**src/rtl/pfsoc_init_pkg.sv**
```systemverilog
`default_nettype none
// ============================================================================
// Module   : pfsoc_init_pkg
// Brief    : Shared types and width helpers for the init-done reset sequencer.
// Revision : 1.0 - initial release
// ============================================================================
package pfsoc_init_pkg;

    // Sequencer FSM states
    typedef enum logic [1:0] {
        ST_WAIT_DONE = 2'd0,
        ST_DELAY     = 2'd1,
        ST_RUN       = 2'd2,
        ST_ERROR     = 2'd3
    } state_e;

    // Width of a counter that must hold values 0..max_val (never narrower than 1)
    function automatic int CNT_W(input int max_val);
        return (max_val < 1) ? 1 : $clog2(max_val + 1);
    endfunction

    // Width of a stage index for n stages (never narrower than 1)
    function automatic int IDX_W(input int n);
        return (n < 2) ? 1 : $clog2(n);
    endfunction

endpackage
`default_nettype wire

```
**src/rtl/pfsoc_init_filter.sv**
```systemverilog
`default_nettype none
// ============================================================================
// Module   : pfsoc_init_filter
// Brief    : Two-flop synchroniser plus stability filter for one raw
//            init-done flag. The qualified flag rises after STABLE_CYCLES
//            consecutive synced highs and falls on the first synced low.
// Revision : 1.0 - initial release
// ============================================================================
module pfsoc_init_filter
    import pfsoc_init_pkg::*;
#(
    parameter int STABLE_CYCLES = 4
) (
    input  logic clk_i,
    input  logic rst_i,
    input  logic raw_i,
    output logic done_o
);

    localparam int CTR_W = CNT_W(STABLE_CYCLES);
    localparam logic [CTR_W-1:0] CNT_LAST =
        (STABLE_CYCLES > 1) ? CTR_W'(STABLE_CYCLES - 1) : '0;

    logic             sync1_q;
    logic             sync2_q;
    logic             done_q;
    logic [CTR_W-1:0] cnt_q;

    // Bring the asynchronous flag into the clock domain
    always_ff @(posedge clk_i or posedge rst_i) begin
        if (rst_i) begin
            sync1_q <= 1'b0;
            sync2_q <= 1'b0;
        end else begin
            sync1_q <= raw_i;
            sync2_q <= sync1_q;
        end
    end

    // Count consecutive synced highs; counter parks at its last value once qualified
    always_ff @(posedge clk_i or posedge rst_i) begin
        if (rst_i) begin
            cnt_q  <= '0;
            done_q <= 1'b0;
        end else if (!sync2_q) begin
            cnt_q  <= '0;
            done_q <= 1'b0;
        end else if (cnt_q >= CNT_LAST) begin
            done_q <= 1'b1;
        end else begin
            cnt_q  <= cnt_q + 1'b1;
        end
    end

    assign done_o = done_q;

endmodule
`default_nettype wire

```
**src/rtl/pfsoc_init_sequencer.sv**
```systemverilog
`default_nettype none
// ============================================================================
// Module   : pfsoc_init_sequencer
// Brief    : Qualifies N_CH init-done flags and releases per-stage fabric
//            resets strictly in index order, with per-stage timeout, drop
//            detection and RETRY-driven re-sequencing.
// Revision : 1.0 - initial release
// ============================================================================
module pfsoc_init_sequencer
    import pfsoc_init_pkg::*;
#(
    parameter int N_CH           = 4,
    parameter int STABLE_CYCLES  = 4,
    parameter int RELEASE_DELAY  = 8,
    parameter int TIMEOUT_CYCLES = 1024
) (
    input  logic                    clk_i,
    input  logic                    rst_i,
    input  logic [N_CH-1:0]         init_done_i,
    input  logic                    retry_i,
    output logic [N_CH-1:0]         reset_out_n_o,
    output logic                    all_done_o,
    output logic                    timeout_err_o,
    output logic                    drop_err_o,
    output logic [IDX_W(N_CH)-1:0]  err_stage_o,
    output logic [IDX_W(N_CH)-1:0]  cur_stage_o
);

    localparam int STG_W  = IDX_W(N_CH);
    localparam int TMO_W  = CNT_W(TIMEOUT_CYCLES);
    localparam int DLY_W  = CNT_W(RELEASE_DELAY);
    localparam bit TMO_EN = (TIMEOUT_CYCLES != 0);
    localparam logic [TMO_W-1:0] TMO_LAST =
        TMO_EN ? TMO_W'(TIMEOUT_CYCLES - 1) : '0;
    // Release happens on the edge that would take dly_cnt to RELEASE_DELAY
    localparam logic [DLY_W-1:0] DLY_LAST =
        (RELEASE_DELAY > 0) ? DLY_W'(RELEASE_DELAY - 1) : '0;
    localparam logic [STG_W-1:0] LAST_STAGE = STG_W'(N_CH - 1);

    logic [N_CH-1:0]  qual_done;
    logic [N_CH-1:0]  drop_vec;
    logic             drop_any;
    logic [STG_W-1:0] drop_idx;

    state_e           state_q,     state_d;
    logic [STG_W-1:0] cur_q,       cur_d;
    logic [STG_W-1:0] err_stage_q, err_stage_d;
    logic [TMO_W-1:0] tmo_q,       tmo_d;
    logic [DLY_W-1:0] dly_q,       dly_d;
    logic [N_CH-1:0]  rst_n_q,     rst_n_d;
    logic             all_done_q,  all_done_d;
    logic             tmo_err_q,   tmo_err_d;
    logic             drop_err_q,  drop_err_d;

    genvar g;
    generate
        for (g = 0; g < N_CH; g++) begin : g_filter
            pfsoc_init_filter #(
                .STABLE_CYCLES (STABLE_CYCLES)
            ) u_filter (
                .clk_i  (clk_i),
                .rst_i  (rst_i),
                .raw_i  (init_done_i[g]),
                .done_o (qual_done[g])
            );
        end
    endgenerate

    // Released stages whose qualified done has fallen; the lowest index is reported
    always_comb begin
        drop_vec = rst_n_q & ~qual_done;
        drop_idx = '0;
        for (int k = N_CH - 1; k >= 0; k--) begin
            if (drop_vec[k]) begin
                drop_idx = STG_W'(k);
            end
        end
    end

    assign drop_any = |drop_vec;

    // Next-state logic; a drop outranks every other event outside ERROR
    always_comb begin
        state_d     = state_q;
        cur_d       = cur_q;
        err_stage_d = err_stage_q;
        tmo_d       = tmo_q;
        dly_d       = dly_q;
        rst_n_d     = rst_n_q;
        all_done_d  = all_done_q;
        tmo_err_d   = tmo_err_q;
        drop_err_d  = drop_err_q;

        if (state_q != ST_ERROR && drop_any) begin
            state_d     = ST_ERROR;
            drop_err_d  = 1'b1;
            err_stage_d = drop_idx;
            rst_n_d     = '0;
            all_done_d  = 1'b0;
        end else begin
            case (state_q)
                ST_WAIT_DONE: begin
                    if (tmo_q != '1) begin
                        tmo_d = tmo_q + 1'b1;
                    end
                    if (qual_done[cur_q]) begin
                        state_d = ST_DELAY;
                        dly_d   = '0;
                    end else if (TMO_EN && tmo_q == TMO_LAST) begin
                        state_d     = ST_ERROR;
                        tmo_err_d   = 1'b1;
                        err_stage_d = cur_q;
                        rst_n_d     = '0;
                        all_done_d  = 1'b0;
                    end
                end
                ST_DELAY: begin
                    if (!qual_done[cur_q]) begin
                        // Stage lost its done before release: wait again, timeout keeps running
                        state_d = ST_WAIT_DONE;
                    end else if (dly_q >= DLY_LAST) begin
                        rst_n_d[cur_q] = 1'b1;
                        if (cur_q == LAST_STAGE) begin
                            state_d    = ST_RUN;
                            all_done_d = 1'b1;
                        end else begin
                            cur_d   = cur_q + 1'b1;
                            tmo_d   = '0;
                            state_d = ST_WAIT_DONE;
                        end
                    end else if (dly_q != '1) begin
                        dly_d = dly_q + 1'b1;
                    end
                end
                ST_RUN: begin
                end
                ST_ERROR: begin
                    if (retry_i) begin
                        state_d     = ST_WAIT_DONE;
                        tmo_err_d   = 1'b0;
                        drop_err_d  = 1'b0;
                        err_stage_d = '0;
                        cur_d       = '0;
                        tmo_d       = '0;
                        dly_d       = '0;
                    end
                end
                default: begin
                    state_d = ST_WAIT_DONE;
                end
            endcase
        end
    end

    // State, counters and registered outputs; reset returns everything to idle
    always_ff @(posedge clk_i or posedge rst_i) begin
        if (rst_i) begin
            state_q     <= ST_WAIT_DONE;
            cur_q       <= '0;
            err_stage_q <= '0;
            tmo_q       <= '0;
            dly_q       <= '0;
            rst_n_q     <= '0;
            all_done_q  <= 1'b0;
            tmo_err_q   <= 1'b0;
            drop_err_q  <= 1'b0;
        end else begin
            state_q     <= state_d;
            cur_q       <= cur_d;
            err_stage_q <= err_stage_d;
            tmo_q       <= tmo_d;
            dly_q       <= dly_d;
            rst_n_q     <= rst_n_d;
            all_done_q  <= all_done_d;
            tmo_err_q   <= tmo_err_d;
            drop_err_q  <= drop_err_d;
        end
    end

    assign reset_out_n_o = rst_n_q;
    assign all_done_o    = all_done_q;
    assign timeout_err_o = tmo_err_q;
    assign drop_err_o    = drop_err_q;
    assign err_stage_o   = err_stage_q;
    assign cur_stage_o   = cur_q;

endmodule
`default_nettype wire
```
**config.mk**
```make
export PLATFORM = sky130hd
export DESIGN_NAME = pfsoc_init_sequencer
export DESIGN_NICKNAME = d
export VERILOG_FILES = /design/src/rtl/pfsoc_init_pkg.sv /design/src/rtl/pfsoc_init_filter.sv /design/src/rtl/pfsoc_init_sequencer.sv
export SDC_FILE = /design/constraint.sdc
export NUM_CORES = 1
export LEC_CHECK = 0
export ABC_AREA = 1
export CORE_MARGIN = 2
export CORE_UTILIZATION = 56
export CTS_BUF_LIST = sky130_fd_sc_hd__clkbuf_4
export DETAILED_ROUTE_END_ITERATION = 12
export GPL_TIMING_DRIVEN = 0
export PLACE_DENSITY = 0.82
export SETUP_SLACK_MARGIN = 0.4
export SLEW_MARGIN = 20
export SYNTH_ARGS = -nofsm -noshare
export SYNTH_HDL_FRONTEND = slang
export SYNTH_SLANG_ARGS = --single-unit
```
**constraint.sdc**
```tcl
create_clock -name clk_i -period 3.6 [get_ports clk_i]
set_clock_uncertainty 0.1 [all_clocks]
set_input_delay 0.72 -clock clk_i [delete_from_list [all_inputs] [get_ports clk_i]]
set_output_delay 0.72 -clock clk_i [all_outputs]
set_load 0.1 [all_outputs]
```
==> summary.txt <==
STA
  – Final min period: 2880 ps
  – Setup violations, final: 0
  – Worst-Margin Slew: 972 ps
  – Post-route setup TNS: 0 ps
  – Normalized max-slew margin: 35.0%
  – RSZ-0062 raised after global routing: no
  – Final worst slack: 720 ps
  – Hold slack: 265 ps
  – Final Max Tran Viols: 0
  – Endpoints failing hold: 0
  – FMAX: 0.347 GHz
  – Crit share post-route: 80.0%

Floorplanning
  – Chip height: 74.6 um
  – Die ar.: 5570 sq um
  – Core area: 4750 sq um
  – # rows: 25
  – Initial core utilization: 58.7%
  – Top Ports: 18
  – DIE WIDTH: 74.6 um

Status
  – Status: complete, no violations

GRT
  – Gr ovfl total: 0
  – Global-route usage over all layers: 19.7%
  – Largest net degree at the start of global routing: 36
  – First-pass GRT wire length: 8570 um
  – Initial antenna violation count: 0
  – Vias in the first global route: 2023

Clock tree
  – CTS sink count: 52
  – TritonCTS clock tree: built
  – Clock slew at reported path FFs: 140 ps
  – Root buffer cell: clkbuf_4
  – CTS hold repair buffers: 0
  – PostCTS Resize Cnt: 0
  – Number of buffers added for setup after CTS: 0
  – Worst skew pair latency: 370 ps
  – Htree depth: 2
  – CTS Buffer Depth: 2
  – Num CTS Buffers: 5

Synthesis
  – Top_reg_cell synth: dfrtp_1
  – Mapped Nets: 369
  – Post-synth EDFFs: 0
  – Synth Warn #: 0
  – Cells after Synth: 348
  – Async set-reset flop share out of synthesis: 100%
  – Post-synth cell types: 31
  – Synthesized flop and latch total: 52
  – Seq/Total Area, Yosys: 46.6%
  – Cell Area, Synth: 2790 sq um
  – Synthesized area per cell: 8.02 sq um

Critical path
  – R2R setup slack: 1750 ps
  – Setup crit end kind: output pin
  – Slowest CP cell: clkdlybuf4s50_1
  – CP Max Fanout: 7
  – Worst Path Arrival: 2060 ps
  – Crit path kind: reg -> out
  – Max incr delay on CP: 1180 ps
  – CP Cell Sequence: clkdlybuf4s50_1
  – WP data required: 2780 ps
  – Delay-heaviest family, CP: buffers and inverters
  – CP startpoint kind: flip-flop
  – Crit path buffers/inverters: 1

Routing
  – Number of remaining DRC errors: 0
  – Vias per cell: 5.07
  – Detailed Route Iter0 Violations: 174
  – Drt total wl: 4830 um
  – Post-DRT Antenna Nets: 0
  – DR pass1 iterations: 4
  – Routed vias: 2235
  – WL/cell: 11.0 um

Placed design
  – Inst Count DP: 433
  – DP Area: 3070 sq um
  – GPL Wtd Cong: 0.889
  – I/O Buffers: 17
  – HPWL after DPL: 3660 um
  – Placement Setup Slack: 1130 ps

Finish
  – Area Growth Syn to Fin: 12.7%
  – Nets: 394
  – Commonest non-fill, non-tap cell in the layout: nand2_1
  – Finished Layout Cells: 441
  – Fin area: 3150 sq um
  – Most frequent cells in the layout: nand2_1, dfrtp_1, nor2_1
  – Layout cell share with drive strength beyond 1: 9.09%
  – Core Util, Final: 66.2%
  – Number of diodes: 0
  – Final-layout fill cell count: 409

Min path
  – HP Class: reg -> reg

Power and ir drop
  – Total chip power: 2.91 mW
  – Power Dens Cells: 926 nW/um^2
  – Pleak: 1.58 nW
  – Worst vdd ir: 0.482 mV

Flow run
  – Maximum Capacitance Violations: 0
-- state kept, by name, summed over array words and instances, names as in the netlist --
name                       count
state_q                        2
g_filter.u_filter.done_o       4
dly_q                          4
timeout_err_o                  1
g_filter.u_filter.sync1_q      4
g_filter.u_filter.cnt_q       12
g_filter.u_filter.sync2_q      4
cur_stage_o                    2
all_done_o                     1
err_stage_o                    2
tmo_q                         11
reset_out_n_o                  4
drop_err_o                     1
-- cells by family after synthesis --
kind of cell               share of synthesized area [%]
and+or+nand+nor                                     30.7
DFF                                                 46.6
buffers and inverters                               6.99
AOI/OAI and AO/OA                                   7.84
adders and majority gates                           6.28
xor gates and xnor gates                            1.57
-- area by class of cell --
cell class | instances | area (sq um) | area share (%)
plain buffers | 4 | 37.5 | 1.19
flip-flops and latches | 52 | 1300 | 41.4
well taps | 67 | 83.8 | 2.67
inverters | 42 | 158 | 5.01
clock inverters | 3 | 42.5 | 1.35
repair buffers | 18 | 190 | 6.05
clock buffers | 5 | 37.5 | 1.19
multi-input cells | 250 | 1290 | 41.2
-- worst reg2reg max path: stages (launching register included) --
cell and delay (ps):
dfrtp_1 440, ha_1 230, nand2_1 90, nand2_1 90, nor2_1 270, inv_1 80, nand2_1 70, nand2_1 70
and2_4 170, nand2_2 90, nand2_1 60, nand2_1 60
-- cell usage after synthesis, types with 2 or more instances --
library cell / number / area, sq um
nor2_1: 38 / 143
nand2_1: 100 / 375
nor3_1: 2 / 10.0
xor2_1: 5 / 43.8
nand4_1: 8 / 50.1
buf_6: 3 / 33.8
nand2_2: 7 / 43.8
o21a_1: 4 / 30.0
o21ai_1: 7 / 35.0
nand3_1: 29 / 145
nor2_2: 3 / 18.8
inv_1: 37 / 139
ha_1: 14 / 175
a21oi_1: 7 / 35.0
clkinv_1: 2 / 7.51
nor2_4: 2 / 22.5
o21ai_0: 10 / 50.1
a21oi_2: 2 / 17.5
a31oi_1: 2 / 12.5
dfrtp_1: 52 / 1300
inv_2: 3 / 11.3
o21bai_1: 2 / 15.0
-- routing by layer --
layer  up-vias  global-route usage, %  wire [um]
met4         0                   6.35         71
met3         8                   4.20        166
met5         -                      0          0
li1       1164                      -          -
met1      1030                   24.6       2230
met2        33                   34.2       2370
-- final timing paths --
check | startpoint | end | cells after the start
setup / recovery | cur_stage_o[0] | cur_stage_o[0] | 1
hold / removal | g_filter[2].u_filter.sync1_q | g_filter[2].u_filter.sync2_q | 0
setup reg to reg | dly_q[0] | reset_out_n_o[0] | 11
hold reg to reg | g_filter[2].u_filter.sync1_q | g_filter[2].u_filter.sync2_q | 0
max in group asynchronous | rst_i | g_filter[2].u_filter.sync1_q | 3
min in group asynchronous | rst_i | tmo_q[9] | 2
-- report_power, final --
part	total (mW)	switching [mW]	leakage, nW	internal (mW)
clock	0.325	0.180	0.0428	0.145
sequential	0.906	0.151	0.679	0.755
combinational	1.68	1.14	0.857	0.538
No activity file was read; power rests on OpenSTA's default activity.
==> RTL change 1: new RTL, config.mk and constraints unchanged <==
Change the parameter `N_CH` from 4 to 5.
--- a/src/rtl/pfsoc_init_sequencer.sv
+++ b/src/rtl/pfsoc_init_sequencer.sv
@@ -11,3 +11,3 @@
 #(
-    parameter int N_CH           = 4,
+    parameter int N_CH           = 5,
     parameter int STABLE_CYCLES  = 4,
Interface: changed (resized cur_stage_o, err_stage_o, init_done_i and reset_out_n_o); port bits go from 18 to 22. No check against the original RTL was run, so the function may have changed too.
==> RTL change 1 against the unedited design <==
- count of clock-buffer cells in the layout up 4
- critical path depth unchanged
- sequential cell count up 9
- worst setup slack worse by 0.13 ns
- area after synthesis up 18%
- final area up 21%
- wire length up 32%
- critical path type unchanged
Power is not compared: it rests on default switching activity, and its combinational part moved more than twofold at a synthesized area within 25%.
==> RTL change 1: results (changes against the unedited design) <==
H-tree levels: 3 (+1)
global routing usage on met3: 4.111% (-0.089 points)
Vias: 2817 (+26%)
clk_lat worst skew: 0.41 ns (+0.04 ns)
DP Area: 3636 sq um (+19%)
GR Layer Usage met1: 27.09% (+2.5 points)
GR Util met2: 38.18% (+4.0 points)
post-route insts no fill: 523 (+19%)
gr usage total: 22.68% (+3.0 points)
placed cell count: 507 (+17%)
slowest stage delay, CP: 1.20 ns (+0.02 ns)
top flop regs: g_filter.u_filter.cnt_q (15), tmo_q (11)
number of buffers created by CTS: 9 (+4)
share of post-route cells with drive strength above 1: 10.20% (+1.1 points)
largest net degree at the start of global routing: 47 (+31%)
IO Port Bufs: 21 (+4)
status: complete, no violations
Post-DP HPWL: 4.683 mm (+28%)
fin nets: 468 (+19%)
Synth Instances: 413 (+19%)
Post-Syn Nets: 435 (+18%)
via count of the first global-routing pass: 2734 (+35%)
post-DR wirelength/cell: 12.18 um (+11%)
routability cong.: 0.8766 (-1.4%)
clock-pin slew on the worst setup and hold paths: 0.11 ns (-0.03 ns)
Worst Path Max Fanout: 9 (+2)
[RTL change 1: changes by cell type after synthesis, sizes merged, moves of 3 or more]
cell	change
a21oi	-5
buf	+4
dfrtp	+9
inv	+14
nand2	-7
nand3	+22
nand3b	+3
nand4	+4
nor2	+5
o21ai	+13
[RTL change 1: kinds of logic after synthesis]
kind of cell	share of synthesized area, %
adders and majority gates	5.299
buffers and inverters	7.646
AOI/OAI and AO/OA	7.608
and+or+nand+nor	30.89
xor gates and xnor gates	2.385
DFF	46.18
[RTL change 1: path summary, 6_finish.rpt]
kind                                         startpoint                            end  slack (ns)  cells after the start
max in group asynchronous                         rst_i                 err_stage_o[1]        2.45                      3
min reg2reg                g_filter[2].u_filter.sync1_q   g_filter[2].u_filter.sync2_q        0.26                      0
min in group asynchronous                         rst_i  g_filter[2].u_filter.cnt_q[2]        0.47                      2
max                                      cur_stage_o[0]                 cur_stage_o[0]        0.59                      1
max reg2reg                              cur_stage_o[0]               reset_out_n_o[4]        1.60                     11
min                        g_filter[2].u_filter.sync1_q   g_filter[2].u_filter.sync2_q        0.26                      0
[RTL change 1: area by class of cell]
cell class	instances	area [sq um]
Inverter	54	205.2
Tap cell	72	90.09
Fill cell	457	1805
Buffer	8	50.05
Clock inverter	7	98.84
Sequential cell	61	1526
Clock buffer	9	67.56
Timing Repair Buffer	22	237.7
Multi-Input combinational cell	290	1526
[RTL change 1: power by group through the flow]
stage | clock [uW] | combinational, uW | sequential, uW
after floorplan | 0 | 258 | 863
after global placement | 0 | 299 | 878
after detailed placement | 0 | 341 | 885
after CTS | 566 | 349 | 875
after global routing | 600 | 401 | 889
final | 554 | 341 | 874
[RTL change 1: metal layers]
| metal | routed length [um] | vias to the layer above |
|---|---|---|
| li1 | - | 1420 |
| met1 | 2941 | 1318 |
| met2 | 3039 | 60 |
| met3 | 210 | 19 |
| met4 | 181 | 0 |
| met5 | 0 | - |
[RTL change 1: metrics by stage]
step | total power (uW) | hold WS (ns) | setup WS [ns]
after floorplan | 1121 | 0.2312 | 1.207
after global placement | 1176 | 0.2325 | 0.2379
after detailed placement | 1226 | 0.2347 | 1.051
after CTS | 1790 | 0.2600 | 0.5782
after global routing | 1890 | 0.2688 | 0.5540
final | 1769 | 0.2577 | 0.5943
==> RTL change 2: new RTL, config.mk and constraints unchanged <==
Without the edit above. The 4 states of `state_e` get a one-hot encoding in 4 bits.
--- a/src/rtl/pfsoc_init_pkg.sv
+++ b/src/rtl/pfsoc_init_pkg.sv
@@ -9,7 +9,7 @@
     // Sequencer FSM states
-    typedef enum logic [1:0] {
-        ST_WAIT_DONE = 2'd0,
-        ST_DELAY     = 2'd1,
-        ST_RUN       = 2'd2,
-        ST_ERROR     = 2'd3
+    typedef enum logic [3:0] {
+        ST_WAIT_DONE = 4'b0001,
+        ST_DELAY     = 4'b0010,
+        ST_RUN       = 4'b0100,
+        ST_ERROR     = 4'b1000
     } state_e;
Behaviour: no difference found for any inputs over 10 cycles, from zero or initial values and one cycle with rst_i high; not proved beyond that.
==> RTL change 2 against the unedited design <==
- hold slack gained 0.0018 ns
- wire length up 14%
- sequential cell count rose by 2
- worst setup slack lost 0.044 ns
- synthesized cell count increased by 5.7%
- power down 1.3%
- non-clock buffer count grew 1
- critical path depth unchanged
- largest cell class is now multi-input gates
- final area increased by 7.0%
- area after synthesis increased by 7.4%
==> RTL change 2: results (changes against the unedited design) <==
top cells by count, synth: 94 x nand2_1, 53 x dfrtp_1, 43 x nor2_1
fillers: 444 (+8.6%)
Non-CTS buffers: 23 (+4.5%)
routability cong.: 0.9033 (+1.6%)
crit path DAT: 2.10 ns (+0.04 ns)
Worst Path Max Fanout: 8 (+1)
largest net degree at the start of global routing: 33 (-8.3%)
post-route design area: 3364 sq um (+7.0%)
gr usage total: 20.61% (+0.89 points)
peak supply drop: 394.4 uV (-18%)
Final clock-cell share: 2.380% (-0.17 points)
Slew @ Worst Pin: 0.9777 ns (+0.005555 ns)
post-DR wirelength/cell: 11.92 um (+8.8%)
critical path's slowest cell: clkdlybuf4s50_1
Register Area: 1353 sq um (+3.9%)
status: complete, no violations
Post-DP HPWL: 4.153 mm (+13%)
worst r2r src: tmo_q[0]
hold path start: g_filter[1].u_filter.sync1_q
fin nets: 414 (+5.1%)
number of buffers created by CTS: 5 (unchanged)
global routing usage on met3: 4.588% (+0.39 points)
count of cell types in the netlist: 34 (+9.7%)
largest cells by area after synthesis: dfrtp_1 44%, nand2_1 12%, ha_1 5.8%, nand3_1 5.8%, nor2_1 5.4%
drt first-iter violations: 192 (+10%)
clk_lat worst skew: 0.39 ns (+0.02 ns)
sequential fraction of the synthesis area: 45.10% (-1.5 points)
Synth Warn #: 0 (unchanged)
Compound-Gate Fraction of Synth Area: 6.758% (-1.1 points)
Min-Delay Path Class: reg -> reg
DP Area: 3284 sq um (+7.1%)
footprint of the multi-input gates: 1449 sq um (+12%)
first-pass GRT wire length: 9.915 mm (+16%)
#MultiIn Comb: 268 (+7.2%)
nonclk inv count: 41 (-2.4%)
Syn-to-layout area delta: 12.18%
flop and latch count out of synthesis: 54 (+3.8%)
Post-Syn Nets: 389 (+5.4%)
CTS root buf: clkbuf_4
via count of the first global-routing pass: 2207 (+9.1%)
post-synthesis adder-cell area fraction: 5.841% (-0.43 points)
share of post-route cells with drive strength above 1: 12.44% (+3.3 points)
Lkg Pwr: 0.001688 uW (+6.9%)
post-synthesis xor/xnor area fraction: 1.460% (-0.11 points)
signal buffers share of area: 7.103% (-0.14 points)
GR Util met2: 33.13% (-1.1 points)
GR Layer Usage met1: 27.35% (+2.8 points)
clock-pin slew on the worst setup and hold paths: 0.16 ns (+0.02 ns)
## RTL change 2: per-layer routing
layer	wire, um	vias up
li1	-	1243
met1	2598	1139
met2	2702	33
met3	155	9
met4	73	0
met5	0	-
## RTL change 2: worst paths after layout
check                                               endpoint  slack, ns  cells past startpoint
worst max-delay path                          cur_stage_o[0]       0.68                      1
worst min-delay path            g_filter[1].u_filter.sync2_q       0.27                      0
worst max register to register                err_stage_o[1]       1.76                     10
worst min register to register  g_filter[1].u_filter.sync2_q       0.27                      0
max in group asynchronous        g_filter[0].u_filter.done_o       2.21                      3
min in group asynchronous                         all_done_o       0.63                      2
## RTL change 2: stage by stage
step / worst slack, ns / cells
final: 0.6757 / 464
after global routing: 0.5749 / 464
after CTS: 0.6655 / 464
after detailed placement: 1.111 / 456
after global placement: 0.5195 / 455
after floorplan: 1.385 / 368
## RTL change 2: power breakdown
group	internal (uW)	switching (uW)
Clock	147	197
Sequential	780	158
Combinational	492	1100
